[src/rtl/tetris_pkg.sv]
// Shared definitions for the Tetris placement search engine.
//   - tile-type codes (codes 7..15 are treated as O by the shape lookup)
//   - FSM state enum used by calc_unit
//   - shape_t / shape_of(): per (type, rotation) first occupied box column (x0),
//     occupied width (w) and bottom profile d[i] (height of column i's lowest
//     cell above the piece's lowest cell), using SRS 3x3/4x4 boxes.
//   - hmap_t: per-column surface height 0..2, index 0 = leftmost board column.
package tetris_pkg;

    localparam int BOARD_W = 10;

    localparam logic [3:0] TILE_I = 4'd0;
    localparam logic [3:0] TILE_O = 4'd1;
    localparam logic [3:0] TILE_T = 4'd2;
    localparam logic [3:0] TILE_S = 4'd3;
    localparam logic [3:0] TILE_Z = 4'd4;
    localparam logic [3:0] TILE_J = 4'd5;
    localparam logic [3:0] TILE_L = 4'd6;

    typedef enum logic [1:0] {
        IDLE = 2'd0,
        SCAN = 2'd1,
        DONE = 2'd2,
        WAIT = 2'd3
    } state_t;

    typedef struct packed {
        logic [1:0]      x0;
        logic [2:0]      w;
        logic [3:0][1:0] d;   // d[0] is the leftmost occupied column
    } shape_t;

    typedef logic [BOARD_W-1:0][1:0] hmap_t;

    function automatic shape_t mk(input int x0, input int w,
                                  input int d0, input int d1, input int d2, input int d3);
        shape_t s;
        s.x0   = 2'(x0);
        s.w    = 3'(w);
        s.d[0] = 2'(d0);
        s.d[1] = 2'(d1);
        s.d[2] = 2'(d2);
        s.d[3] = 2'(d3);
        return s;
    endfunction

    function automatic shape_t shape_of(input logic [3:0] ttype, input logic [1:0] rot);
        shape_t s;
        case (ttype)
            TILE_I: case (rot)
                2'd1:    s = mk(2, 1, 0, 0, 0, 0);
                2'd3:    s = mk(1, 1, 0, 0, 0, 0);
                default: s = mk(0, 4, 0, 0, 0, 0);
            endcase
            TILE_O: s = mk(0, 2, 0, 0, 0, 0);
            TILE_T: case (rot)
                2'd0:    s = mk(0, 3, 0, 0, 0, 0);
                2'd1:    s = mk(1, 2, 0, 1, 0, 0);
                2'd2:    s = mk(0, 3, 1, 0, 1, 0);
                default: s = mk(0, 2, 1, 0, 0, 0);
            endcase
            TILE_S: case (rot)
                2'd1:    s = mk(1, 2, 1, 0, 0, 0);
                2'd3:    s = mk(0, 2, 1, 0, 0, 0);
                default: s = mk(0, 3, 0, 0, 1, 0);
            endcase
            TILE_Z: case (rot)
                2'd1:    s = mk(1, 2, 0, 1, 0, 0);
                2'd3:    s = mk(0, 2, 0, 1, 0, 0);
                default: s = mk(0, 3, 1, 0, 0, 0);
            endcase
            TILE_J: case (rot)
                2'd0:    s = mk(0, 3, 0, 0, 0, 0);
                2'd1:    s = mk(1, 2, 0, 2, 0, 0);
                2'd2:    s = mk(0, 3, 1, 1, 0, 0);
                default: s = mk(0, 2, 0, 0, 0, 0);
            endcase
            TILE_L: case (rot)
                2'd0:    s = mk(0, 3, 0, 0, 0, 0);
                2'd1:    s = mk(1, 2, 0, 0, 0, 0);
                2'd2:    s = mk(0, 3, 0, 1, 1, 0);
                default: s = mk(0, 2, 2, 0, 0, 0);
            endcase
            default: s = mk(0, 2, 0, 0, 0, 0);  // unused codes behave as O
        endcase
        return s;
    endfunction

endpackage

[src/rtl/calc_unit_if.sv]
// Request/response bundle between the player FSM (master) and calc_unit (slave).
//   req            level request, held until resp is seen
//   tile           tile type code
//   row_hi/row_lo  2-row surface snapshot, bit9 = column 0
//   resp           one-cycle result strobe
//   opt_col        best anchor column (left edge of the tile box)
//   opt_rot        best rotation
interface calc_unit_if;
    logic       req;
    logic [3:0] tile;
    logic [9:0] row_hi;
    logic [9:0] row_lo;
    logic       resp;
    logic [3:0] opt_col;
    logic [1:0] opt_rot;

    modport master (output req, tile, row_hi, row_lo, input  resp, opt_col, opt_rot);
    modport slave  (input  req, tile, row_hi, row_lo, output resp, opt_col, opt_rot);
endinterface

[src/rtl/calc_score.sv]
// Combinational scorer for one (rotation, column) placement candidate.
//   hmap   in   per-column surface height 0..2
//   col    in   anchor column of the tile box
//   ttype  in   tile type code
//   rot    in   rotation 0..3
//   valid  out  placement fits inside the board
//   land   out  landing height L (0..2)
//   holes  out  hole count H (0..16)
module calc_score
    import tetris_pkg::*;
(
    input  hmap_t              hmap,
    input  logic [3:0]         col,
    input  logic [3:0]         ttype,
    input  logic [1:0]         rot,
    output logic               valid,
    output logic signed [3:0]  land,
    output logic [4:0]         holes
);

    shape_t            shp;
    logic [4:0]        span;
    logic [3:0]        c;
    logic signed [3:0] hv [4];
    logic signed [3:0] gap;
    logic signed [3:0] term;
    logic signed [3:0] lmax;
    logic [4:0]        hsum;

    always_comb begin
        shp   = shape_of(ttype, rot);
        span  = {1'b0, col} + {3'b000, shp.x0} + {2'b00, shp.w};
        valid = (span <= 5'd10);
        c     = '0;
        gap   = '0;
        term  = '0;
        lmax  = '0;
        hsum  = '0;

        // Landing: the piece rests where the highest column contact stops it.
        for (int i = 0; i < 4; i++) begin
            c     = col + {2'b00, shp.x0} + 4'(i);
            hv[i] = '0;
            // Columns past the board edge only occur for invalid candidates.
            if (3'(i) < shp.w && c < 4'd10) begin
                hv[i] = $signed({2'b00, hmap[c]});
            end
            if (3'(i) < shp.w) begin
                gap = hv[i] - $signed({2'b00, shp.d[i]});
                if (gap > lmax) begin
                    lmax = gap;
                end
            end
        end

        // Holes: empty cells left between the piece's underside and the surface.
        for (int i = 0; i < 4; i++) begin
            if (3'(i) < shp.w) begin
                term = lmax + $signed({2'b00, shp.d[i]}) - hv[i];
                hsum = hsum + {1'b0, $unsigned(term)};
            end
        end

        land  = lmax;
        holes = hsum;
    end

endmodule

[src/rtl/calc_unit.sv]
// Placement search engine: on req, latches the tile and surface snapshot,
// scores all 40 (rotation, column) candidates one per cycle, and returns the
// best one (fewest holes, then lowest landing, earliest index on ties) with a
// one-cycle resp strobe.
//   clk    in   clock
//   reset  in   synchronous active-high reset, aborts a scan in progress
//   bus    slave side of calc_unit_if (req/tile/rows in, resp/opt_col/opt_rot out)
module calc_unit
    import tetris_pkg::*;
(
    input  logic        clk,
    input  logic        reset,
    calc_unit_if.slave  bus
);

    state_t            state;
    logic [3:0]        tile_q;
    hmap_t             hmap_q;
    logic [3:0]        col_idx;
    logic [1:0]        rot_idx;
    logic [3:0]        best_col;
    logic [1:0]        best_rot;
    logic [4:0]        best_h;
    logic signed [3:0] best_l;
    logic              resp_q;
    logic [3:0]        opt_col_q;
    logic [1:0]        opt_rot_q;

    logic              cand_valid;
    logic signed [3:0] cand_l;
    logic [4:0]        cand_h;
    logic              better;

    calc_score u_score (
        .hmap  (hmap_q),
        .col   (col_idx),
        .ttype (tile_q),
        .rot   (rot_idx),
        .valid (cand_valid),
        .land  (cand_l),
        .holes (cand_h)
    );

    // Strict improvement only, so the lowest-index candidate wins a tie.
    assign better = cand_valid &&
                    ((cand_h < best_h) || ((cand_h == best_h) && (cand_l < best_l)));

    // Snapshot latch: height map is derived once at request time.
    always_ff @(posedge clk) begin
        if (state == IDLE && bus.req) begin
            tile_q <= bus.tile;
            for (int c = 0; c < BOARD_W; c++) begin
                hmap_q[c] <= {bus.row_hi[9-c], bus.row_lo[9-c] & ~bus.row_hi[9-c]};
            end
        end
    end

    always_ff @(posedge clk) begin
        if (reset) begin
            state     <= IDLE;
            col_idx   <= '0;
            rot_idx   <= '0;
            best_col  <= '0;
            best_rot  <= '0;
            best_h    <= '1;
            best_l    <= 4'sd7;
            resp_q    <= 1'b0;
            opt_col_q <= '0;
            opt_rot_q <= '0;
        end else begin
            resp_q <= 1'b0;
            case (state)
                IDLE: begin
                    if (bus.req) begin
                        col_idx  <= '0;
                        rot_idx  <= '0;
                        best_col <= '0;
                        best_rot <= '0;
                        // Worse than any valid score, so the first valid candidate is taken.
                        best_h   <= '1;
                        best_l   <= 4'sd7;
                        state    <= SCAN;
                    end
                end
                SCAN: begin
                    if (better) begin
                        best_col <= col_idx;
                        best_rot <= rot_idx;
                        best_h   <= cand_h;
                        best_l   <= cand_l;
                    end
                    if (col_idx == 4'd9) begin
                        col_idx <= '0;
                        if (rot_idx == 2'd3) begin
                            state <= DONE;
                        end else begin
                            rot_idx <= rot_idx + 2'd1;
                        end
                    end else begin
                        col_idx <= col_idx + 4'd1;
                    end
                end
                DONE: begin
                    opt_col_q <= best_col;
                    opt_rot_q <= best_rot;
                    resp_q    <= 1'b1;
                    state     <= WAIT;
                end
                WAIT: begin
                    if (!bus.req) begin
                        state <= IDLE;
                    end
                end
                default: state <= IDLE;
            endcase
        end
    end

    assign bus.resp    = resp_q;
    assign bus.opt_col = opt_col_q;
    assign bus.opt_rot = opt_rot_q;

endmodule

[src/flat_wrapper.sv]
// flat-port wrapper written by rule: the top's interface ports become plain ports
module calc_unit_flat import tetris_pkg::*;
  (clk, reset, bus_req, bus_tile, bus_row_hi, bus_row_lo, bus_resp, bus_opt_col, bus_opt_rot);
  calc_unit_if bus_i ();
  input  logic clk;
  input  logic reset;
  input wire logic [$bits(bus_i.req)-1:0] bus_req;
  input wire logic [$bits(bus_i.tile)-1:0] bus_tile;
  input wire logic [$bits(bus_i.row_hi)-1:0] bus_row_hi;
  input wire logic [$bits(bus_i.row_lo)-1:0] bus_row_lo;
  output wire logic [$bits(bus_i.resp)-1:0] bus_resp;
  output wire logic [$bits(bus_i.opt_col)-1:0] bus_opt_col;
  output wire logic [$bits(bus_i.opt_rot)-1:0] bus_opt_rot;
  assign bus_i.req = bus_req;
  assign bus_i.tile = bus_tile;
  assign bus_i.row_hi = bus_row_hi;
  assign bus_i.row_lo = bus_row_lo;
  assign bus_resp = bus_i.resp;
  assign bus_opt_col = bus_i.opt_col;
  assign bus_opt_rot = bus_i.opt_rot;
  calc_unit u_core (.clk(clk), .reset(reset), .bus(bus_i));
endmodule
[config.mk]
export PLATFORM = sky130hd
export DESIGN_NAME = calc_unit_flat
export DESIGN_NICKNAME = d
export VERILOG_FILES = /design/src/rtl/tetris_pkg.sv /design/src/rtl/calc_unit_if.sv /design/src/rtl/calc_score.sv /design/src/rtl/calc_unit.sv /design/src/flat_wrapper.sv
export SDC_FILE = /design/constraint.sdc
export NUM_CORES = 1
export LEC_CHECK = 0
export ABC_AREA = 1
export CORE_MARGIN = 8
export CORE_UTILIZATION = 47
export DETAILED_ROUTE_END_ITERATION = 10
export GPL_ROUTABILITY_DRIVEN = 0
export MAX_ROUTING_LAYER = met4
export PLACE_DENSITY_LB_ADDON = 0.12
export SETUP_SLACK_MARGIN = 0.02
export SLEW_MARGIN = 20
export SYNTH_ARGS = -nofsm -noshare
export SYNTH_HDL_FRONTEND = slang
export SYNTH_SLANG_ARGS = --single-unit
export TNS_END_PERCENT = 1
[constraint.sdc]
create_clock -name clk -period 12.8 [get_ports clk]
set_input_delay 1.92 -clock clk [delete_from_list [all_inputs] [get_ports clk]]
set_output_delay 1.92 -clock clk [all_outputs]
set_load 0.005 [all_outputs]
==> results by group <==
Global routing
  – Overflow after GRT: 0
  – Vias in the first global route: between 4000 and 5000
  – Initial antenna violation count: 0
  – Largest net degree at the start of global routing: 29
  – Global-route wire length before repair: around 21000 um
  – Overall global routing resource usage: around 17%

Floorplanning
  – # IOs: 34
  – Initial Util: a little under half
  – Core Area: about 11000 sq um
  – Die height: approximately 120 um
  – Die area: approximately 15000 sq um
  – Chip width: 123 um
  – FP Rows: 39

STA
  – Final Setup Violations: 0
  – Tightest Pin Transition: roughly 0.90 ns
  – Tcrit/Tclk final: between 90% and 100%
  – Shortest period the worst path allows: around 12 ns
  – Slew Limit Fails: 0
  – Final hold violation count: 0
  – Fmax: roughly 0.085 GHz
  – Max_slew headroom: around two fifths
  – Final clock skew: between 0.003 and 0.004 ns
  – Setup tns final: 0 ns
  – Final hold slack: 0.461 ns

Yosys
  – Post-synthesis sequential area ratio: 24.5%
  – Post-Syn Area per Cell: about 7.5 sq um
  – Cells after Synth: just over 700
  – Synth Register Bits: 54
  – Post-Synthesis Net Count: around 830
  – Synth unique cells: 50
  – Synth Cell Area: about 5400 sq um
  – YS warnings: 0

Worst hold path
  – Hold Path Class: flop to flop
  – Hold_sp: u_core.best_l[2]$_SDFFE_PP1P_
  – Hold Crit Depth: 2
  – Hold path endpoint: u_core.best_l[2]$_SDFFE_PP1P_

Layout
  – Area grow syn2layout: 12.0%
  – Nets: 860
  – N_diodes: 0
  – Fraction of layout cells with a size suffix above 1: a little over a tenth
  – Register Area: ~1300 sq um
  – Layout Utilization: a little over half
  – Fillcell total: 1100
  – Final instance area: 6030 sq um
  – Area of the multi-input gates: between 3000 and 4000 sq um

Critical path
  – Startpoint Class: flop
  – Crit path kind: flop to flop
  – Slowest library cell on the worst path: fa_1
  – CP top delay family: adder cells
  – R2R setup slack: around 1.0 ns
  – Required time of the critical path: 13.04 ns
  – Worst-path maximum fanout: 21
  – Worst path bufs/invs: 12
  – Critical R2R Launch: u_core.rot_idx[1]$_SDFFE_PP0P_
  – Worst r2r dst: u_core.best_rot[0]$_SDFFE_PP0P_
  – WP data arrival: ~12 ns
  – Reg2Reg Depth: 70
  – Crit. End Element: flop
  – CP Depth: 70
  – Crit path largest cell delay: roughly 0.54 ns

Clocking
  – CTS tree: yes
  – Cts bufs inserted: 5
  – Cts hold-fix bufs: 0
  – Skew-Pair Late Insertion Delay: approximately 0.3 ns
  – Total number of H-tree levels: 2
  – Longest Clk Path Bufs: 2
  – Clock root buffer: clkbuf_16
  – Total clock sinks: 54
  – CTS clk-pin slew, worst paths: ~0.070 ns

Detailed routing
  – Routed Antenna Nets: 0
  – Iter 0 DRT Violations: 317
  – Router iterations before antenna repair: 5
  – Total Wirelength: 12300 um
  – Mean routed wirelength per cell: approximately 14 um
  – Mean number of vias per cell: around 5.2
  – Residual DRC count: 0
  – Via count: around 4700

Placement
  – DP HPWL: 9920 um
  – Dpl cell area: 5800 sq um
  – # port buffers: 33

Run
  – Max-cap violation count: 0

Outcome
  – Status: completed
[what timing repair did]
action | 4_1_cts | 5_1_grt
buffers inserted | 0 | 4
endpoints found under the hold margin | 0 | 0
resized for setup | 0 | 17
endpoints found under the setup margin | 0 | 15
[worst max-delay path by stage]
stage                                 endpoint                           start
3_5_place_dp     u_core.best_l[1]$_SDFFE_PP1P_  u_core.rot_idx[1]$_SDFFE_PP0P_
6_report       u_core.best_rot[0]$_SDFFE_PP0P_  u_core.rot_idx[1]$_SDFFE_PP0P_
5_1_grt        u_core.best_rot[0]$_SDFFE_PP0P_      u_core.tile_q[3]$_DFFE_PP_
4_1_cts        u_core.best_rot[0]$_SDFFE_PP0P_  u_core.rot_idx[1]$_SDFFE_PP0P_
3_3_place_gp     u_core.best_h[0]$_SDFFE_PP1P_  u_core.rot_idx[1]$_SDFFE_PP0P_
2_1_floorplan  u_core.best_col[0]$_SDFFE_PP0P_  u_core.rot_idx[1]$_SDFFE_PP0P_
[cells in the mapped netlist (all sizes together)]
cell type / instances / area share, %
xnor2: 8 / 1.6
or2: 7 / 0.81
ha: 69 / 16
o2111ai: 1 / 0.49
clkinv: 1 / 0.070
o31ai: 1 / 0.14
a21oi: 34 / 3.2
a31o: 1 / 0.16
nand2: 164 / 12
edfxtp: 24 / 13
a2111oi: 1 / 0.16
o21bai: 1 / 0.14
o211ai: 1 / 0.14
a211oi: 4 / 0.56
nand4: 4 / 0.46
buf: 10 / 1.6
a311oi: 1 / 0.16
clkbuf: 7 / 0.49
o22ai: 1 / 0.12
o21ai: 44 / 4.4
nor2: 75 / 6.4
a21o: 2 / 0.28
and2: 3 / 0.35
inv: 116 / 8.2
nand3: 64 / 6.9
nor3: 7 / 0.74
conb: 1 / 0.070
o21a: 1 / 0.14
dfxtp: 30 / 11
fa: 15 / 5.6
a22oi: 1 / 0.14
mux2i: 9 / 1.7
a31oi: 4 / 0.46
xor2: 8 / 1.3
[metal layers]
metal,GRT usage (%),vias to the layer above,part of all wire (%)
met4,3.61,0,0.86
li1,-,2397,-
met2,28.0,98,47
met3,1.92,7,3.5
met5,-,-,0
met1,22.4,2183,49
[kinds of logic after synthesis]
kind of cell / count (synthesis) / synth area share [%]
adder cells (fa/ha/maj): 84 / 21.6
XOR/XNOR: 16 / 2.95
multiplexers: 9 / 1.67
other: 1 / 0.0696
AND/OR/NAND/NOR: 324 / 28.2
AO/OA/AOI/OAI: 98 / 10.6
buffers and inverters: 134 / 10.4
flip-flops: 54 / 24.5
[placed cells by master, fill, tap and decap left out, types with 11 or more instances in the layout]
master	instances
ha_1	66
a21oi_1	34
edfxtp_1	24
nand3_1	54
nor2_1	63
inv_1	103
fa_1	15
o21ai_0	36
dfxtp_1	29
nand2_1	151
inv_2	11
clkdlybuf4s50_1	33
[worst register-to-register path: cells and delay by family (launching register included)]
| family | cells | cell delay (ns) |
|---|---|---|
| flip-flops | 1 | 0.38 |
| buffers and inverters | 12 | 0.89 |
| XOR/XNOR | 3 | 0.50 |
| adder cells (fa/ha/maj) | 16 | 5.22 |
| AO/OA/AOI/OAI | 15 | 1.82 |
| AND/OR/NAND/NOR | 24 | 2.94 |
[sequential cells by signal, summed over array words and instances (netlist names)]
signal              flops
u_core.bus.resp         1
u_core.bus.opt_rot      2
u_core.best_h           5
u_core.hmap_q          20
u_core.best_l           4
u_core.state            2
u_core.best_rot         2
u_core.bus.opt_col      4
u_core.tile_q           4
u_core.rot_idx          2
u_core.best_col         4
u_core.col_idx          4
[area by class of cell]
class	count	area share, %
clock buffers	5	2.07
clock inverters	3	0.311
inverters	117	7.47
multi-input cells	532	59.0
flip-flops and latches	54	21.9
well taps	143	2.97
repair buffers	39	6.22
[through the flow]
| step | worst slack, ns | std cells |
|---|---|---|
| final | 0.998 | 893 |
| after global routing | -0.0341 | 893 |
| after CTS | 0.250 | 889 |
| after detailed placement | 0.296 | 881 |
| after global placement | 0.642 | 881 |
| after floorplan | 1.23 | 720 |
Power is left out: the tool's default activity adds up to more than one toggle a clock period on the data nets, which glitch-free logic cannot reach.
